<file path="src/rtl/scalar_product_seq.sv">
// Sequential dot product of Ndata unsigned element pairs, one pair per accept,
// with a valid/ready result port and a synchronous clear.
module scalar_product_seq #(
  parameter int unsigned Nbits = 4,
  parameter int unsigned Ndata = 3,
  localparam int unsigned CntW = $clog2(Ndata + 1)
) (
  input  logic                 clk,
  input  logic                 resetn,
  input  logic                 clear,
  input  logic                 in_valid,
  output logic                 in_ready,
  input  logic [Nbits-1:0]     in_a,
  input  logic [Nbits-1:0]     in_b,
  output logic                 out_valid,
  input  logic                 out_ready,
  output logic [2*Nbits-1:0]   out_data,
  output logic [CntW-1:0]      elem_cnt
);

  typedef enum logic [0:0] {StAcc, StDone} state_e;

  localparam logic [CntW-1:0] LastIdx = CntW'(Ndata - 1);

  state_e                state_q, state_d;
  logic [2*Nbits-1:0]    acc_q, acc_d;
  logic [CntW-1:0]       cnt_q, cnt_d;
  logic [2*Nbits-1:0]    prod;

  // Single shared multiplier, zero-extended so the product keeps full width.
  assign prod = {{Nbits{1'b0}}, in_a} * {{Nbits{1'b0}}, in_b};

  always_ff @(posedge clk or negedge resetn) begin
    if (!resetn) begin
      state_q <= StAcc;
      acc_q   <= '0;
      cnt_q   <= '0;
    end else begin
      state_q <= state_d;
      acc_q   <= acc_d;
      cnt_q   <= cnt_d;
    end
  end

  always_comb begin
    state_d = state_q;
    acc_d   = acc_q;
    cnt_d   = cnt_q;
    if (clear) begin
      // Clear wins over any concurrent handshake.
      state_d = StAcc;
      acc_d   = '0;
      cnt_d   = '0;
    end else begin
      unique case (state_q)
        StAcc: begin
          if (in_valid) begin
            acc_d = acc_q + prod;
            cnt_d = cnt_q + CntW'(1);
            if (cnt_q == LastIdx) begin
              state_d = StDone;
            end
          end
        end
        StDone: begin
          if (out_ready) begin
            state_d = StAcc;
            acc_d   = '0;
            cnt_d   = '0;
          end
        end
        default: begin
          state_d = StAcc;
          acc_d   = '0;
          cnt_d   = '0;
        end
      endcase
    end
  end

  // Handshake outputs depend only on registered state.
  assign in_ready  = (state_q == StAcc);
  assign out_valid = (state_q == StDone);
  assign out_data  = acc_q;
  assign elem_cnt  = cnt_q;

endmodule

</file>
<file path="config.mk">
export PLATFORM = sky130hd
export DESIGN_NAME = scalar_product_seq
export DESIGN_NICKNAME = d
export VERILOG_FILES = /design/src/rtl/scalar_product_seq.sv
export SDC_FILE = /design/constraint.sdc
export NUM_CORES = 1
export LEC_CHECK = 0
export ABC_AREA = 1
export BUFFER_PORTS_ARGS = -buffer_cell sky130_fd_sc_hd__buf_4
export CAP_MARGIN = 0
export CORE_MARGIN = 4
export CORE_UTILIZATION = 55
export CTS_BUF_LIST = sky130_fd_sc_hd__clkbuf_4
export CTS_CLUSTER_DIAMETER = 120
export DETAILED_ROUTE_END_ITERATION = 16
export PLACE_DENSITY = 0.81
export SYNTH_ARGS = -nofsm -noshare
export SYNTH_HDL_FRONTEND = slang
export SYNTH_SLANG_ARGS = --single-unit
</file>
<file path="constraint.sdc">
create_clock -name clk -period 2.39 [get_ports clk]
set_input_delay 0.3585 -clock clk [delete_from_list [all_inputs] [get_ports clk]]
set_output_delay 0.3585 -clock clk [all_outputs]
set_load 0.01 [all_outputs]
</file>
### Yosys cells after proc, flatten, opt, wreduce, memory -nomap -nowiden

Cells that the tools add are included.

* $add $sub $neg: 2
* $mul: 1
* equal/unequal tests: 3
* mux-type cells: 13
* bitwise operators: 1
* reduce and logical (&&, ||, !) cells: 1

Operators with widths (number)
* 2-to-1 mux 8 bit: 3
* one-hot mux 8 bit (2 select lines): 1
* adder 8 bit: 1
* multiplier 4 x 4 -> 8 bit: 1
* 2-to-1 mux 2 bit: 3
* inequality test 3 bit, second input constant: 2
* 2-to-1 mux 1 bit: 4
* one-hot mux 2 bit (2 select lines): 1
* adder 2 x 1 -> 2 bit, second input constant: 1
* equality test 2 bit, second input constant: 1
* one-hot mux 1 bit (2 select lines): 1
* AND reduction 2 bit: 1
* NOT 1 bit: 1

* register bits: 11
* input port bits: 13
* output and inout port bits: 12
* word-level logic and storage cells: 24

### Depth between registers and ports, before layout

Gate-level depths: netlist of the first run.

* word-level depth: 5
* mapped depth: 16
* gate-level depth less buffers: 16

### Worst setup path after synthesis of the first run

No wires, ideal clock.

* path type: input to register
* start point: input in_a[0]
* end point: register acc_q[7] (netlist: out_data[7])
* library setup time: 0.117 ns
* data arrival time: 2.712 ns
* data required time: 2.273 ns
* slack: -0.440 ns
* cell stages on the path: 13
* buffers on the path: 0
* cells stage by stage: nand2_1 -> fa_1 -> fa_1 -> fa_1 -> inv_1 -> ha_1 -> nand2_2 -> nor2_1 -> nand2_1 -> nand3_1 -> nand2_1 -> nand3_1 -> nand2_1

* longest elaborated chain between the ends: 5

RTL lines
* from (decl): RTL line 13 `input logic [Nbits-1:0] in_a,`
* multiplier 4 x 4 -> 8 bit: RTL line 31 `assign prod = {{Nbits{1'b0}}, in_a} * {{Nbits{1'b0}}, in_b};`
* adder 8 bit: RTL line 58 `acc_d = acc_q + prod;`
* 2-to-1 mux 8 bit: RTL line 57 `if (in_valid) begin`
* one-hot mux 8 bit (2 select lines): RTL line 55 `unique case (state_q)`
* 2-to-1 mux 8 bit: RTL line 49 `if (clear) begin`
* to (signal assigned): RTL line 36 `acc_q <= '0;`
* to (signal assigned): RTL line 40 `acc_q <= acc_d;`
* to (decl): RTL line 26 `logic [2*Nbits-1:0] acc_q, acc_d;`

No other way between the ends. The select of a mux whose other input is x is not followed.
A chain may end at the register's enable or synchronous reset.

### Worst setup path after layout of the first run

* start point: input in_b[3]
* end point: register acc_q[6] (netlist: out_data[6])

* longest elaborated chain between the ends: 5

RTL lines
* from (decl): RTL line 14 `input logic [Nbits-1:0] in_b,`
* multiplier 4 x 4 -> 8 bit: RTL line 31
* adder 8 bit: RTL line 58
* 2-to-1 mux 8 bit: RTL line 57
* one-hot mux 8 bit (2 select lines): RTL line 55
* 2-to-1 mux 8 bit: RTL line 49

No other way between the ends. The select of a mux whose other input is x is not followed.

==> impl_metrics.py, run 1 <==
metrics = {
    "logic_synthesis": {
        "synth_xor_area_share_pct": 0.707,
        "post_synth_instance_area_sq_um": 1240,
        "postSynthAreaPerCell_sq_um": 7.51,
        "synth_nets": 203,
        "post_synth_inst_count": 165,
        "synth_compound_area_share_pct": 7.27,
        "postSynthRegisterBits": 11,
        "combinational_family_with_the_most_area_after_synthesis": "adder cells",
        "synth_top_area_cell": "sky130_fd_sc_hd__dfrtp_1",
        "synth_sequential_area_ratio_pct": 22.2,
        "area_share_of_the_largest_cell_type_after_synthesis_pct": 22.2,
        "synth_mux_area_share_pct": 0,
        "netlist-cell-type-count": 21,
        "synth_fa_ha_area_share_pct": 30.7,
        "ys_warn_count": 0,
        "synth-simple-area-share_pct": 24.2,
        "synth_top_cells_by_area": "sky130_fd_sc_hd__dfrtp_1 (22%), sky130_fd_sc_hd__ha_1 (16%), sky130_fd_sc_hd__fa_1 (15%)",
    },
    "power_and_ir_drop": {
        "pwr-share-clk_pct": 9.1,
        "netSwitchingFraction_pct": 44.9,
        "vdd_drop_max_mv": 0.792,
        "leakage_nw": 1.02,
        "power_density_nw_per_um2": 785,
        "pwr-share-seq_pct": 18.9,
        "fin_total_pwr_w": 0.00137,
        "p_int_w": 0.000754,
        "power_frac_comb_pct": 72.0,
        "total_switching_power_w": 0.000615,
    },
    "critical_path": {
        "timing.rr.end": "out_data[7]",
        "timing.setup.critical_path_class": "primary input to flop",
        "timing.critical_path.max_delay_family": "adder cells",
        "arrival_ns": 2.77,
        "critical_path.startpoint_type": "primary input",
        "logic_depth_of_the_worst_path_buffers_included": 14,
        "critical_path.n_buffers_inverters": 2,
        "r2r.worst_path.cells": 10,
        "critical_path.cell_chain": "buf_8, nand2_4, fa_1, fa_1, fa_1, inv_2, ha_4, nand2_2, nand2_2, nand2_2, nand3_2, nand2_2, nand3_2, nand2_1",
        "worstSetupStartpoint": "in_b[3]",
        "r2r_slack_ns": 0.27,
        "timing.critical_path.to": "out_data[6]",
        "endpoint_type_of_the_worst_setup_path": "flop",
        "slowest_cell_on_the_critical_path": "sky130_fd_sc_hd__fa_1",
        "critical-path-max-stage-delay_ns": 0.54,
        "cp_common_cell": "sky130_fd_sc_hd__nand2_2",
        "timing.critical_path.required_ns": 2.55,
        "cp_max_fo": 4,
        "worstReg2RegStart": "out_data[6]",
    },
    "min_path": {
        "worst_hold_path_type": "primary input to flop",
    },
    "status": {
        "failed_checks": "negative setup slack",
        "outcome": "complete, but fails checks",
    },
    "route": {
        "postRouteAntennaNets": 0,
        "detailroute.via_count": 1182,
        "drtIter0Drc": 38,
        "drt_drc_violations_left": 0,
        "drt_pre_antenna_iters": 4,
        "detail_route.vias_per_cell": 5.16,
        "totalWireLength_um": 3260,
        "drt-wirelength-per-cell_um": 14.2,
    },
    "sta": {
        "clock_skew_ns": 0.000677,
        "fin_crit_ns": 2.61,
        "fin_setup_tns_ns": -0.984,
        "setup_repair_after_global_routing_missed_its_margin": "true",
        "max-slew-margin-rel_pct": 68.7,
        "setup_viol": 5,
        "tightest_slew_ns": 0.470,
        "layout_worst_path_cycle_share_pct": 109,
        "clock.fmax_mhz": 383,
        "report.final.slew_viol_count": 0,
        "hold_viol_final": 0,
        "worst_slack_ns": -0.224,
    },
    "place": {
        "finalWeightedCongestion": 0.887,
        "placement.cell_area_sq_um": 1550,
        "detailed_place_hpwl_um": 2290,
        "placement.io_buffers": 24,
    },
    "floorplanning": {
        "die_x_um": 55.5,
        "std_cell_rows": 16,
        "coreArea_sq_um": 2040,
        "io-pin-count": 25,
        "design.die.area_sq_um": 3080,
        "die_h_um": 55.5,
        "effective_utilization_at_floorplan_pct": 60.7,
    },
    "global_routing": {
        "grt_antenna_before_repair": 0,
        "globalRoute.totalOverflow": 0,
        "grt_start_max_net_pins": 12,
        "wire_length_of_the_first_global_routing_pass_um": 5310,
        "grt_usage_pct": 21.6,
        "first_global_vias": 1244,
    },
    "run": {
        "cap_violations": 0,
    },
    "clocking": {
        "clock_latency_ns": 0.26,
        "cts.root.buffer_cell": "sky130_fd_sc_hd__clkbuf_4",
        "cts.sink_count": 11,
        "cts.htree.levels": 1,
        "cts_buffers": 3,
        "clk_transition_reported_paths_ns": 0.07,
        "clock_path_buffers": 2,
        "cts_tree": "yes",
    },
    "finish": {
        "n_fill_cell": 121,
        "drive_above_1_share_pct": 40.6,
        "mostFrequentLayoutCell": "sky130_fd_sc_hd__inv_1",
        "design_area_sq_um": 1750,
        "syn2layout_area_growth_pct": 40.9,
        "design.final.nets": 241,
        "diodes": 0,
        "most-common-layout-cells": "sky130_fd_sc_hd__inv_1 (39), sky130_fd_sc_hd__nand2_1 (37), sky130_fd_sc_hd__buf_4 (27)",
    },
}
==> registers in the layout (all words and copies together), names as in the netlist <==
register,flops
elem_cnt,2
out_data,8
out_valid,1
==> power groups by stage <==
stage	logic (W)	clock network [W]	registers, W
CTS	0.000896	0.000128	0.000257
floorplan	0.000495	0	0.000271
detailed placement	0.000761	0	0.000260
global placement	0.000732	0	0.000257
finish	0.000987	0.000125	0.000258
global route	0.00108	0.000136	0.000265
==> how the worst min path moves through the flow <==
stage | from | endpoint | slack (ns) | cells after the start
floorplan | resetn | elem_cnt[0] | 0.06 | 0
global placement | resetn | elem_cnt[0] | 0.20 | 1
detailed placement | resetn | elem_cnt[1] | 0.20 | 1
CTS | out_ready | out_valid | 0.35 | 4
global route | out_ready | out_valid | 0.37 | 4
finish | out_ready | out_valid | 0.38 | 4
==> cell usage after synthesis <==
cell type,instances
sky130_fd_sc_hd__fa_1,9
sky130_fd_sc_hd__nand4_1,1
sky130_fd_sc_hd__o21ai_0,3
sky130_fd_sc_hd__buf_6,1
sky130_fd_sc_hd__o31ai_2,1
sky130_fd_sc_hd__nor3_1,1
sky130_fd_sc_hd__ha_1,16
sky130_fd_sc_hd__o21ai_2,3
sky130_fd_sc_hd__xnor2_1,1
sky130_fd_sc_hd__nor2_2,1
sky130_fd_sc_hd__dfrtp_1,11
sky130_fd_sc_hd__a22o_1,3
sky130_fd_sc_hd__nand3b_1,1
sky130_fd_sc_hd__inv_2,2
sky130_fd_sc_hd__nor3_2,1
sky130_fd_sc_hd__nand2_2,7
sky130_fd_sc_hd__inv_1,44
sky130_fd_sc_hd__nand2_1,47
sky130_fd_sc_hd__a21oi_1,2
sky130_fd_sc_hd__nand3_1,6
sky130_fd_sc_hd__nor2_1,4
==> worst register-to-register path: cells and delay by family (launching register included) <==
| family | cells | cell delay, ns |
|---|---|---|
| flops | 1 | 0.39 |
| buf+inv | 2 | 0.12 |
| simple gates | 5 | 0.41 |
| fa+ha+maj | 2 | 0.88 |
| compound gates | 1 | 0.24 |
==> metrics by stage <==
| stage | utilization [%] | cells | hold WS, ns | worst slack (ns) |
|---|---|---|---|---|
| after floorplan | - | 165 | 0.0629 | -0.291 |
| final | 85.5 | 229 | 0.378 | -0.224 |
| after global routing | 85.5 | 229 | 0.369 | -0.305 |
| after global placement | 75.9 | 223 | 0.197 | -0.505 |
| after detailed placement | 75.9 | 223 | 0.199 | -0.558 |
| after CTS | 82.8 | 228 | 0.355 | -0.244 |
==> layout make-up <==
type	instances	area (sq um)	area share, %
Sequential cell	11	275	15.8
Timing Repair Buffer	34	300	17.2
Multi-Input combinational cell	107	936	53.6
Tap cell	27	33.8	1.94
Clock inverter	1	5.00	0.287
Clock buffer	3	22.5	1.29
Inverter	46	173	9.89
==> routing by layer <==
layer  GRT usage [%]  up-vias  wire length, um
met5               0        -                0
met1            23.3      581             1230
met2            40.0       26             1820
li1                -      569                -
met3            4.90        6              143
met4            8.68        0               66
==> what timing repair did <==
| item | 4_1_cts | 5_1_grt |
|---|---|---|
| endpoints found under the hold margin | 11 | 0 |
| setup endpoints to repair | 5 | 5 |
| setup buffers | 0 | 1 |
| hold buffers | 1 | 0 |
| pin swaps | 13 | 14 |
| resized for setup | 24 | 17 |
==> logic make-up (layout without fill, tap and decap cells) <==
group / Yosys count / count (layout)
adder cells (fa/ha/maj): 25 / 25
AND/OR/NAND/NOR: 69 / 69
buffers and inverters: 47 / 84
AO/OA/AOI/OAI: 12 / 12
XOR/XNOR: 1 / 1
flip-flops: 11 / 11
(Power assumes the default switching activity.)
==> run 2, diff against run 1 <==
--- a/config.mk
+++ b/config.mk
@@ -5,15 +5,15 @@
 export SDC_FILE = /design/constraint.sdc
 export NUM_CORES = 1
 export LEC_CHECK = 0
-export ABC_AREA = 1
+export ABC_AREA = 0
 export BUFFER_PORTS_ARGS = -buffer_cell sky130_fd_sc_hd__buf_4
 export CAP_MARGIN = 0
 export CORE_MARGIN = 4
-export CORE_UTILIZATION = 55
+export CORE_UTILIZATION = 50
 export CTS_BUF_LIST = sky130_fd_sc_hd__clkbuf_4
 export CTS_CLUSTER_DIAMETER = 120
 export DETAILED_ROUTE_END_ITERATION = 16
-export PLACE_DENSITY = 0.81
+export PLACE_DENSITY = 0.79
 export SYNTH_ARGS = -nofsm -noshare
 export SYNTH_HDL_FRONTEND = slang
 export SYNTH_SLANG_ARGS = --single-unit
==> constraint.sdc (replaced) <==
create_clock -name clk -period 2.4 [get_ports clk]
set_input_delay 0.36 -clock clk [delete_from_list [all_inputs] [get_ports clk]]
set_output_delay 0.36 -clock clk [all_outputs]
set_load 0.01 [all_outputs]
==> run 2 against run 1 <==
  * The flow still finishes with violations (negative setup slack)
  * Clock power increased by 10%
  * Sequential power is 2% higher
  * Setup slack worse by 0.085 ns
  * Critical endpoint unchanged
  * Utilization is 9.5 points lower
  * Synthesized cell count decreased by 28%
  * Hold slack got worse by 0.12 ns
  * First-iteration DRC count is 55% lower
  * Final area fell by 11%
  * Sequential share of layout area increased by 2.0 points
  * Clock-buffer cell count increased by 1
  * Synthesized area is 9.8% lower
==> impl_metrics.py, run 2 <==
metrics = {
    "route": {
        "drt-wirelength-per-cell_um": 13.5,
        "detailroute.via_count": 936,
        "drt_drc_violations_left": 0,
        "drt_pre_antenna_iters": 4,
        "postRouteAntennaNets": 0,
        "detail_route.vias_per_cell": 5.03,
        "totalWireLength_um": 2520,
        "drtIter0Drc": 17,
    },
    "clocking": {
        "cts.sink_count": 11,
        "clock_latency_ns": 0.27,
        "clk_transition_reported_paths_ns": 0.07,
        "clock_path_buffers": 2,
        "cts_tree": "yes",
        "cts.root.buffer_cell": "sky130_fd_sc_hd__clkbuf_4",
        "cts_buffers": 3,
        "cts.htree.levels": 1,
    },
    "place": {
        "place_ws_ns": -0.611,
        "placement.io_buffers": 24,
        "detailed_place_hpwl_um": 2140,
        "finalWeightedCongestion": 0.800,
    },
    "logic_synthesis": {
        "synth_sequential_area_ratio_pct": 24.6,
        "netlist_top_cells_count": "sky130_fd_sc_hd__inv_1 (22), sky130_fd_sc_hd__ha_1 (16), sky130_fd_sc_hd__and2_1 (13), sky130_fd_sc_hd__nand2_1 (12), sky130_fd_sc_hd__dfrtp_1 (11)",
        "synthMostInstantiatedCell": "sky130_fd_sc_hd__inv_1",
        "netlist-cell-type-count": 22,
        "synth_top_area_cell": "sky130_fd_sc_hd__dfrtp_1",
        "ys_warn_count": 0,
        "synth_top_cells_by_area": "sky130_fd_sc_hd__dfrtp_1 (25%), sky130_fd_sc_hd__ha_1 (18%), sky130_fd_sc_hd__fa_1 (16%)",
        "postSynthRegisterBits": 11,
        "area_share_of_the_largest_cell_type_after_synthesis_pct": 24.6,
        "synth-main-ff-cell": "sky130_fd_sc_hd__dfrtp_1",
        "synth_nets": 156,
        "ys_async_sr_fraction_pct": 100,
        "postSynthAreaPerCell_sq_um": 9.47,
        "synth-edff-count": 0,
        "post_synth_inst_count": 118,
        "post_synth_instance_area_sq_um": 1120,
    },
    "sta": {
        "worst_slack_ns": -0.308,
        "setup_repair_after_global_routing_missed_its_margin": "true",
        "clock.fmax_mhz": 369,
        "hold_viol_final": 0,
        "fin_setup_tns_ns": -1.21,
        "max-slew-margin-rel_pct": 49.9,
        "report.final.slew_viol_count": 0,
        "tightest_slew_ns": 0.750,
        "fin_crit_ns": 2.71,
        "clock_skew_ns": 0.00149,
        "hold_slack_ns": 0.262,
        "setup_viol": 5,
        "layout_worst_path_cycle_share_pct": 113,
    },
    "floorplanning": {
        "std_cell_rows": 16,
        "effective_utilization_at_floorplan_pct": 54.7,
        "io-pin-count": 25,
        "coreArea_sq_um": 2040,
        "design.die.area_sq_um": 3050,
        "die_x_um": 55.3,
        "die_h_um": 55.3,
    },
    "global_routing": {
        "wire_length_of_the_first_global_routing_pass_um": 4230,
        "globalRoute.totalOverflow": 0,
        "grt_start_max_net_pins": 12,
        "grt_antenna_before_repair": 0,
        "grt_usage_pct": 17.3,
        "first_global_vias": 964,
    },
    "power_and_ir_drop": {
        "fin_total_pwr_w": 0.00122,
        "leakage_nw": 0.792,
        "vdd_drop_max_mv": 0.738,
        "power_density_nw_per_um2": 787,
    },
    "run": {
        "cap_violations": 0,
    },
    "finish": {
        "diodes": 0,
        "flip_flop_count_of_the_largest_register_after_layout": 8,
        "n_fill_cell": 157,
        "mostFrequentLayoutCell": "sky130_fd_sc_hd__buf_4",
        "most-common-layout-cells": "sky130_fd_sc_hd__buf_4 (34), sky130_fd_sc_hd__inv_1 (20), sky130_fd_sc_hd__ha_1 (13)",
        "drive_above_1_share_pct": 37.1,
        "design.final.nets": 198,
        "syn2layout_area_growth_pct": 38.9,
        "finalCoreUtilization_pct": 76.0,
    },
    "critical_path": {
        "timing.setup.critical_path_class": "primary input to flop",
        "cp_max_fo": 5,
        "r2r.worst_path.cells": 6,
        "timing.critical_path.required_ns": 2.56,
        "arrival_ns": 2.86,
        "critical_path.startpoint_type": "primary input",
        "endpoint_type_of_the_worst_setup_path": "flop",
    },
    "min_path": {
        "holdPathStages": 2,
        "worst_hold_path_type": "primary input to flop",
    },
    "status": {
        "outcome": "complete, but fails checks",
        "failed_checks": "negative setup slack",
    },
}
-- run 2: final timing paths --
path                                  start          end  slack [ns]
worst max-delay path                in_b[1]  out_data[6]       -0.31
worst min-delay path                  clear    out_valid        0.26
worst max register to register  out_data[2]  out_data[7]        0.28
worst min register to register  elem_cnt[1]  elem_cnt[1]        0.52
max in group asynchronous            resetn  elem_cnt[1]        1.80
min in group asynchronous            resetn  out_data[0]        0.46
-- run 2: layout make-up --
type / instances / area [sq um] / area share (%)
Clock buffer: 4 / 30.0 / 1.94
Inverter: 22 / 82.6 / 5.32
Multi-Input combinational cell: 84 / 823 / 53.1
Sequential cell: 11 / 275 / 17.7
Tap cell: 27 / 33.8 / 2.18
Timing Repair Buffer: 38 / 307 / 19.8
-- run 2: per-layer routing --
layer | vias up | routed length, um | GRT usage [%]
li1 | 466 | - | -
met1 | 447 | 1030 | 19.5
met2 | 19 | 1330 | 31.6
met3 | 4 | 116 | 6.06
met4 | 0 | 37 | 3.13
met5 | - | 0 | 0
-- run 2: logic make-up (layout without fill, tap and decap cells) --
group                    count (synthesis)  in the layout  synth area share (%)
XOR/XNOR                                 7              7                  5.49
flip-flops                              11             11                  24.6
adder cells (fa/ha/maj)                 25             25                  34.0
AO/OA/AOI/OAI                           22             22                  13.8
buffers and inverters                   23             64                  8.40
AND/OR/NAND/NOR                         30             30                  13.7
-- run 2: stage by stage --
stage	instances	instance area, sq um
after floorplan	118	1170
after global placement	179	1460
after detailed placement	179	1460
after CTS	186	1550
after global routing	186	1550
final	186	1550
-- run 2: what timing repair did --
action / in CTS / in global routing
endpoints found under the hold margin: 11 / 0
gates resized for setup: 6 / 4
endpoints found under the setup margin: 5 / 5
setup buffers: 2 / 0
pin swaps: 9 / 14
hold buffers: 1 / 0
-- run 2: worst max-delay path, stage by stage --
cell,delay (ns)
sky130_fd_sc_hd__buf_8,0.09
sky130_fd_sc_hd__nand2_8,0.05
sky130_fd_sc_hd__fa_1,0.54
sky130_fd_sc_hd__fa_1,0.42
sky130_fd_sc_hd__fa_1,0.50
sky130_fd_sc_hd__inv_2,0.05
sky130_fd_sc_hd__ha_4,0.29
sky130_fd_sc_hd__nand3_2,0.08
sky130_fd_sc_hd__o211ai_1,0.23
sky130_fd_sc_hd__xnor2_1,0.16
sky130_fd_sc_hd__o21ai_1,0.08
-- run 2: power by group --
group / switching [W] / total, W / internal (W)
logic: 0.000379 / 0.000821 / 0.000442
clock network: 0.0000627 / 0.000138 / 0.0000758
registers: 0.0000366 / 0.000262 / 0.000225
==> run 3, diff against run 2 <==
--- a/config.mk
+++ b/config.mk
@@ -9,11 +9,11 @@
 export BUFFER_PORTS_ARGS = -buffer_cell sky130_fd_sc_hd__buf_4
 export CAP_MARGIN = 0
 export CORE_MARGIN = 4
-export CORE_UTILIZATION = 50
+export CORE_UTILIZATION = 55
 export CTS_BUF_LIST = sky130_fd_sc_hd__clkbuf_4
 export CTS_CLUSTER_DIAMETER = 120
 export DETAILED_ROUTE_END_ITERATION = 16
-export PLACE_DENSITY = 0.79
+export PLACE_DENSITY = 0.82
 export SYNTH_ARGS = -nofsm -noshare
 export SYNTH_HDL_FRONTEND = slang
 export SYNTH_SLANG_ARGS = --single-unit
==> constraint.sdc (replaced) <==
create_clock -name clk -period 2.6 [get_ports clk]
set_input_delay 0.39 -clock clk [delete_from_list [all_inputs] [get_ports clk]]
set_output_delay 0.39 -clock clk [all_outputs]
set_load 0.01 [all_outputs]
==> run 3 against run 2 <==
  * The run still ends with negative setup slack left
  * Total power down 7.7%
  * First-iteration DRC count up 41%
  * Sequential share of layout area up 0.10 points
  * Via count up 0.11%
  * Hold slack better by 0.032 ns
  * Combinational power down 7.9%
  * Non-clock buffer count down 2
  * Clock power down 7%
  * Critical path type unchanged
  * Largest cell class unchanged
==> impl_metrics.py, run 3 (synthesized netlist as in run 2, its figures left out) <==
metrics = {
    "status": {
        "outcome": "complete, but fails checks",
        "failed_checks": "negative setup slack",
    },
    "min_path": {
        "worst_hold_path_type": "primary input to flop",
        "hold_path_startpoint": "clear",
        "holdPathStages": 2,
        "worstHoldEndpoint": "out_valid",
    },
    "route": {
        "totalWireLength_um": 2540,
        "drtIter0Drc": 24,
        "drt_drc_violations_left": 0,
        "drt-wirelength-per-cell_um": 13.8,
        "postRouteAntennaNets": 0,
        "detailroute.via_count": 937,
        "drt_pre_antenna_iters": 4,
        "detail_route.vias_per_cell": 5.09,
    },
    "clocking": {
        "cts_tree": "yes",
        "postCtsSetupBuffers": 0,
        "clock_path_buffers": 2,
        "cts.sink_count": 11,
        "cts.htree.levels": 1,
        "cts_buffers": 3,
        "clock_latency_ns": 0.27,
        "clk_transition_reported_paths_ns": 0.07,
        "cts.root.buffer_cell": "sky130_fd_sc_hd__clkbuf_4",
    },
    "power_and_ir_drop": {
        "power_density_nw_per_um2": 731,
        "leakage_nw": 0.784,
        "fin_total_pwr_w": 0.00113,
        "vdd_drop_max_mv": 0.612,
    },
    "floorplanning": {
        "die_x_um": 53.1,
        "die_h_um": 53.1,
        "coreArea_sq_um": 1940,
        "effective_utilization_at_floorplan_pct": 57.5,
        "io-pin-count": 25,
        "design.die.area_sq_um": 2820,
        "std_cell_rows": 16,
    },
    "finish": {
        "syn2layout_area_growth_pct": 38.1,
        "design.final.nets": 196,
        "flip_flop_count_of_the_largest_register_after_layout": 8,
        "drive_above_1_share_pct": 38.2,
        "layout.cells.non_filler": 184,
        "register_area_sq_um": 275,
        "most-common-layout-cells": "sky130_fd_sc_hd__buf_4 (32), sky130_fd_sc_hd__inv_1 (19), sky130_fd_sc_hd__ha_1 (13)",
        "n_fill_cell": 137,
        "diodes": 0,
        "multi_input_comb_area_sq_um": 830,
        "design_area_sq_um": 1540,
        "mostFrequentLayoutCell": "sky130_fd_sc_hd__buf_4",
    },
    "global_routing": {
        "wire_length_of_the_first_global_routing_pass_um": 4180,
        "grt_antenna_before_repair": 0,
        "globalRoute.totalOverflow": 0,
        "grt_usage_pct": 21.1,
        "first_global_vias": 941,
        "grt_start_max_net_pins": 12,
    },
    "sta": {
        "layout_worst_path_cycle_share_pct": 105,
        "fin_setup_tns_ns": -0.352,
        "setup_repair_after_global_routing_missed_its_margin": "true",
        "worst_slack_ns": -0.130,
        "report.final.slew_viol_count": 0,
        "max-slew-margin-rel_pct": 50.8,
        "clock_skew_ns": 0.000502,
        "clock.fmax_mhz": 366,
        "fin_crit_ns": 2.73,
        "tightest_slew_ns": 0.736,
        "setup_viol": 4,
        "hold_viol_final": 0,
    },
    "place": {
        "detailed_place_hpwl_um": 2020,
        "dp.cells": 179,
        "placement.cell_area_sq_um": 1460,
        "placement.io_buffers": 24,
        "finalWeightedCongestion": 0.826,
    },
    "critical_path": {
        "r2r.worst_path.cells": 6,
        "worstSetupStartpoint": "in_a[2]",
        "worstReg2RegStart": "out_data[2]",
        "timing.setup.critical_path_class": "primary input to flop",
        "timing.critical_path.required_ns": 2.76,
        "endpoint_type_of_the_worst_setup_path": "flop",
        "cp_max_fo": 5,
        "timing.critical_path.max_delay_family": "adder cells",
        "slowest_cell_on_the_critical_path": "sky130_fd_sc_hd__fa_1",
        "critical_path.n_buffers_inverters": 2,
        "arrival_ns": 2.89,
        "critical-path-max-stage-delay_ns": 0.54,
        "r2r_slack_ns": 0.48,
        "timing.rr.end": "out_data[5]",
        "critical_path.cell_chain": "buf_8, nand2_8, fa_1, fa_1, fa_1, inv_2, ha_4, nand3_2, o211ai_1, xnor2_1, o21ai_1",
        "cp_common_cell": "sky130_fd_sc_hd__fa_1",
        "critical_path.startpoint_type": "primary input",
    },
    "run": {
        "cap_violations": 0,
    },
}
-- run 3: cell count changes in the layout (fill, tap and decap cells not counted) --
cell / before / now
sky130_fd_sc_hd__and2_4: 1 / 2
sky130_fd_sc_hd__buf_4: 34 / 32
sky130_fd_sc_hd__inv_2: 2 / 3
sky130_fd_sc_hd__a21oi_1: 3 / 2
sky130_fd_sc_hd__a21oi_2: 1 / 2
sky130_fd_sc_hd__inv_1: 20 / 19
sky130_fd_sc_hd__and2_1: 12 / 11
-- run 3: worst max-delay path by stage --
stage,end,depth (start not counted)
3_5_place_dp,out_data[6],12
4_1_cts,out_data[4],11
3_3_place_gp,out_data[6],11
6_report,out_data[6],11
5_1_grt,out_data[6],11
2_1_floorplan,out_data[4],10
-- run 3: what timing repair did --
| item | CTS | global route |
|---|---|---|
| setup endpoints to repair | 5 | 5 |
| pin swaps | 6 | 14 |
| hold buffers | 1 | 0 |
| endpoints found under the hold margin | 11 | 0 |
| resized for setup | 8 | 6 |
-- run 3: power by group --
part           internal [W]  switching, W
combinational      0.000401      0.000355
clock             0.0000699     0.0000591
sequential         0.000208     0.0000342
total              0.000678      0.000449
-- run 3: through the flow --
stage | utilization [%] | hold slack [ns] | setup slack, ns
floorplan | - | 0.0944 | -0.171
global placement | 75.2 | 0.230 | -0.389
detailed placement | 75.2 | 0.229 | -0.431
CTS | 78.8 | 0.285 | -0.0985
global route | 79.4 | 0.286 | -0.193
finish | 79.4 | 0.293 | -0.130
-- run 3: worst register-to-register path, stage by stage (launching register included) --
cell                      delay [ns]
sky130_fd_sc_hd__dfrtp_1        0.42
sky130_fd_sc_hd__fa_1           0.55
sky130_fd_sc_hd__fa_2           0.44
sky130_fd_sc_hd__a21o_1         0.21
sky130_fd_sc_hd__a21oi_2        0.13
sky130_fd_sc_hd__xor2_1         0.18
sky130_fd_sc_hd__o21ai_1        0.07
-- run 3: layout make-up --
cell class,instances,share of cell area (%)
inverters,22,5.35
clock buffers,4,1.95
flip-flops and latches,11,17.8
multi-input cells,84,53.8
well taps,27,2.19
repair buffers,36,18.9
-- run 3: layer usage --
layer	vias to the layer above	GRT usage, %	share of wire, %
li1	461	-	-
met1	458	26.9	43
met4	0	3.83	0.75
met5	-	0	0
met2	16	35.7	53
met3	2	5.92	3.2
